### src/rtl/instruction_encoder.sv
// instruction_encoder
//   Packs decoded KGP_RISC instruction fields into 32-bit words and streams
//   them into instruction memory through a registered write port. A word
//   written here decodes back to the same fields.
//
// Ports
//   clk, rst              clock (rising edge), asynchronous active-high reset
//   start, abort          session control pulses (abort has priority)
//   in_valid/in_ready     field-bundle handshake; in_last marks final bundle
//   fmt                   0=R/shift, 1=I, 2=J, 3=illegal
//   opcode..jAddr         instruction fields
//   imem_we/addr/wdata    registered instruction-memory write port
//   wr_count              words written this session
//   done                  session complete, held until next start
//   err                   sticky illegal-fmt flag, cleared by start
module instruction_encoder #(
   parameter int ADDR_W    = 5,
   parameter int DEPTH     = 32,
   parameter int BASE_ADDR = 0
) (
   input  logic              clk,
   input  logic              rst,
   input  logic              start,
   input  logic              abort,
   input  logic              in_valid,
   output logic              in_ready,
   input  logic              in_last,
   input  logic [1:0]        fmt,
   input  logic [5:0]        opcode,
   input  logic [4:0]        rsAddr,
   input  logic [4:0]        rtAddr,
   input  logic [4:0]        shAmt,
   input  logic [15:0]       imm,
   input  logic [25:0]       jAddr,
   output logic              imem_we,
   output logic [ADDR_W-1:0] imem_addr,
   output logic [31:0]       imem_wdata,
   output logic [ADDR_W:0]   wr_count,
   output logic              done,
   output logic              err
);

   localparam logic [ADDR_W-1:0] BASE    = ADDR_W'(BASE_ADDR);
   localparam logic [ADDR_W:0]   DEPTH_W = (ADDR_W+1)'(DEPTH);

   typedef enum logic [1:0] {IDLE, LOAD, DONE} state_t;

   state_t            state_reg, state_next;
   logic [ADDR_W-1:0] ptr_reg;
   logic              accept;
   logic              legal;
   logic              start_take;
   logic [31:0]       packed_word;

   assign legal  = (fmt != 2'd3);
   assign accept = in_valid && in_ready;
   // start is only honoured outside LOAD, and abort overrides it.
   assign start_take = start && !abort && (state_reg != LOAD);
   assign done = (state_reg == DONE);

   always_comb begin
      packed_word = 32'd0;
      case (fmt)
         2'd0:    packed_word = {opcode, rsAddr, rtAddr, 5'b0, shAmt, 6'b0};
         2'd1:    packed_word = {opcode, rsAddr, rtAddr, imm};
         2'd2:    packed_word = {opcode, jAddr};
         default: packed_word = 32'd0;
      endcase
   end

   always_comb begin
      state_next = state_reg;
      in_ready   = 1'b0;
      case (state_reg)
         IDLE: begin
            if (start) state_next = LOAD;
         end
         LOAD: begin
            in_ready = (wr_count < DEPTH_W);
            // Illegal beats never bump wr_count, so only a legal beat can
            // fill the session; in_last ends it either way.
            if (accept && (in_last || (legal && (wr_count + 1'b1) == DEPTH_W)))
               state_next = DONE;
         end
         DONE: begin
            if (start) state_next = LOAD;
         end
         default: state_next = IDLE;
      endcase
      if (abort) state_next = IDLE;
   end

   always_ff @(posedge clk or posedge rst) begin
      if (rst) begin
         state_reg  <= IDLE;
         ptr_reg    <= BASE;
         imem_we    <= 1'b0;
         imem_addr  <= BASE;
         imem_wdata <= 32'd0;
         wr_count   <= '0;
         err        <= 1'b0;
      end else begin
         state_reg <= state_next;
         // The strobe lasts one cycle; a write registered here completes
         // next cycle even if the session ends at this edge.
         imem_we   <= accept && legal;
         if (start_take) begin
            ptr_reg  <= BASE;
            wr_count <= '0;
            err      <= 1'b0;
         end else if (accept) begin
            if (legal) begin
               imem_addr  <= ptr_reg;
               imem_wdata <= packed_word;
               ptr_reg    <= ptr_reg + 1'b1;   // wraps modulo 2**ADDR_W
               wr_count   <= wr_count + 1'b1;
            end else begin
               err <= 1'b1;
            end
         end
      end
   end

endmodule

### config.mk
export PLATFORM = sky130hd
export DESIGN_NAME = instruction_encoder
export DESIGN_NICKNAME = d
export VERILOG_FILES = /design/src/rtl/instruction_encoder.sv
export SDC_FILE = /design/constraint.sdc
export NUM_CORES = 1
export LEC_CHECK = 0
export CAP_MARGIN = 20
export CORE_ASPECT_RATIO = 0.9
export CORE_UTILIZATION = 40
export CTS_CLUSTER_DIAMETER = 30
export DETAILED_ROUTE_END_ITERATION = 16
export PLACE_DENSITY = 0.75
export SYNTH_ARGS = -nofsm -noshare
export SYNTH_HDL_FRONTEND = slang
export SYNTH_SLANG_ARGS = --single-unit
export TNS_END_PERCENT = 5
### constraint.sdc
create_clock -name clk -period 1.7 [get_ports clk]
set_input_delay 0.34 -clock clk [delete_from_list [all_inputs] [get_ports clk]]
set_output_delay 0.34 -clock clk [all_outputs]
set_load 0.005 [all_outputs]
==> summary.txt <==
Yosys
  – Sequential area share after synthesis: 0.512
  – Ys Warns: 0
  – Most used DFF post-synth: dfrtp_1
  – Top cell type's share of synthesized area: 0.512
  – #FFs+latches synth: 52
  – Syn Area/Cell: between 9 and 10 µm²
  – Post-synth cell types: 36
  – Ys async rst share: 1.00
  – Top post-synthesis cells by area: dfrtp_1 51%, nand2_1 9.1%, o21ai_0 4.3%, nand2b_1 3.2%, a21oi_1 3.1%
  – Syn Inst Count: between 200 and 300
  – Most frequent cells after synthesis: 62 x nand2_1, 52 x dfrtp_1, 22 x o21ai_0
  – Syn_nets: about 350
  – Synth Cell Area: 2540 µm²
  – Post-synth EDFFs: 0
  – Post-synth top area cell: dfrtp_1
  – Top-count cell post-synth: nand2_1

Placement
  – Routability cong.: a little over 0.8
  – Placed Cells: 490
  – Dpl hpwl: ~5.4 mm
  – Port bufs: approximately 120

CTS
  – CTS Hold Bufs: 0
  – Setup repair bufs after CTS: 0
  – TritonCTS buffer count: 5
  – Maximum buffer depth of the clock tree: 2
  – H-tree levels: 2
  – CTS Sinks: between 50 and 60
  – Clock Latency Late Sink: approximately 0.31 ns
  – Clk root buf: clkbuf_8
  – CTS tree: built
  – Clock transition at path regs: 0.09 ns

GRT
  – Initial antenna violation count: 0
  – Vias in the first global route: around 2500
  – Grt total ovfl: 0
  – First-pass GRT wire length: approximately 12 mm
  – Largest net degree at the start of global routing: 31
  – GR Util All Layers: 0.222

Hold path
  – HP Class: primary input to asynchronous set/reset pin

Finish
  – Non-Filler Instances: ~500
  – Max FFs per register: 32
  – Synth-to-layout area growth: 60.8%
  – Layout cell share with drive strength beyond 1: 0.117
  – Biggest regs: imem_wdata x32, wr_count x6
  – Ant. Diodes: 0
  – Top reg by flops: imem_wdata
  – Final design utilization: 0.669
  – Nets: approximately 480

Drt
  – Total routed wirelength: between 7 and 8 mm
  – Drt pass-1 iters: 4
  – Vias: around 2500
  – DRC: 0
  – Vias per cell: around 5.0
  – Routed Antenna Nets: 0
  – Wire per inst: 14.3 µm
  – DRT iter0 DRCs: between 100 and 150

Critical path
  – Worst EP required: 1.93 ns
  – Critical path depth in cells: 6
  – Crit-path cells: ha_4, nand3_1, xor2_1, nand2_1, or4_1, a21oi_1
  – Crit path kind: register to register
  – Max incr delay on CP: ~0.45 ns
  – CP max-delay cell: dfrtp_2
  – Buffers & Inverters on Critical Path: 0
  – Reg2Reg Depth: 6
  – FF-to-FF setup slack: between 0.05 and 0.06 ns
  – Critical path endpoint: state_reg[1]
  – Top Family by Delay on Critical Path: simple AND/OR/NAND/NOR gates
  – Maximum fanout along the worst path: 4
  – CP startpoint kind: register
  – Crit end category: register
  – Critical Path Source: wr_count[1]
  – RR Endpoint: state_reg[1]
  – Worst r2r src: wr_count[1]
  – Worst EP arrival: ~1.9 ns

STA
  – Worst clock skew: slightly above 0.007 ns
  – RSZ-0062 raised after global routing: yes
  – Worst-Margin Slew: 0.320 ns
  – Final Hold Fails: 0
  – Max Freq: approximately 610 MHz
  – Slew HR: 0.786
  – Worst hold margin: slightly above 0.3 ns
  – Setup-failing EPs final: 0
  – Crit share post-route: 0.967
  – Slew Limit Fails: 0
  – Crit path time final: 1.64 ns

Power
  – Peak VDD IR: around 0.44 mV
  – Pleak: 1.81 nW
  – PwrDens: 974 nW/µm²
  – Total power: ~4 mW

Job
  – Max-cap violation count: 0

Die
  – Ports: approximately 120
  – Horiz. Die Dim: between 80 and 90 µm
  – Die area: ~6700 µm²
  – Area of the core: ~6000 µm²
  – Die Ht: between 70 and 80 µm
  – Starting Density: 0.416
  – Site Rows: 27

Status
  – Status: finished, final reports clean
[metrics by stage]
stage	setup TNS, ns	instance area, µm²	worst slack (ns)
6_report	0	4090	0.0562
4_1_cts	-0.00127	4070	-0.00127
3_5_place_dp	-6.66	3960	-0.266
5_1_grt	-0.0255	4090	-0.0255
2_1_floorplan	0	2540	0.102
3_3_place_gp	-4.30	3960	-0.172
[cell families after synthesis]
family | Yosys count | synth area share
AND/OR/NAND/NOR | 112 | 0.201
flip-flops | 52 | 0.512
multiplexers | 5 | 0.0197
XOR/XNOR | 8 | 0.0275
AO/OA/AOI/OAI | 73 | 0.177
buffers and inverters | 25 | 0.0487
adder cells (fa/ha/maj) | 3 | 0.0148
[worst min path at each step]
stage | to | startpoint | depth (start not counted)
global route | imem_wdata[1] | rst | 2
floorplan | state_reg[1] | abort | 1
global placement | imem_addr[1] | imem_addr[1] | 2
CTS | imem_wdata[1] | rst | 2
finish | imem_wdata[1] | rst | 2
detailed placement | imem_wdata[27] | imem_wdata[27] | 2
[worst reg2reg max path: cells and delay by family, from the launching register on]
kind / cells / cell delay [ns]
AND/OR/NAND/NOR: 3 / 0.62
flip-flops: 1 / 0.45
XOR/XNOR: 1 / 0.20
adder cells (fa/ha/maj): 1 / 0.18
AO/OA/AOI/OAI: 1 / 0.13
[where the power goes]
group	switching (mW)	internal (mW)	total [mW]
Clock	0.396	0.363	0.759
Combinational	0.530	0.933	1.46
Sequential	0.219	1.54	1.76
Total	1.15	2.84	3.99
[per-layer routing]
layer / wire, µm / up-vias / track usage
li1: - / 1223 / -
met1: 3040 / 1184 / 0.282
met2: 3600 / 72 / 0.375
met3: 396 / 10 / 0.0553
met4: 101 / 0 / 0.0583
met5: 0 / - / 0
[area by class of cell]
cell class / count / area (µm²)
Clock buffer: 7 / 96.3
Fill cell: 505 / 2020
Inverter: 6 / 22.5
Multi-Input combinational cell: 201 / 1150
Sequential cell: 52 / 1310
Tap cell: 87 / 109
Timing Repair Buffer: 144 / 1410
[repair_timing]
action / 4_1_cts / 5_1_grt
pin swaps: 1 / 0
gates resized for setup: 9 / 6
endpoints found under the setup margin: 5 / 14
[layout by cell type (no fill, tap or decap), types with 8 or more instances in the layout]
cell             count
buf_4               24
nand2b_1            11
nand3_1              8
nor2_1              14
dfrtp_1             47
o31ai_1             10
o21ai_0             22
a21oi_1             16
o22ai_1             10
nand2_1             62
a22oi_1              9
clkdlybuf4s50_1    113
Power figures use the tool's default switching activity.
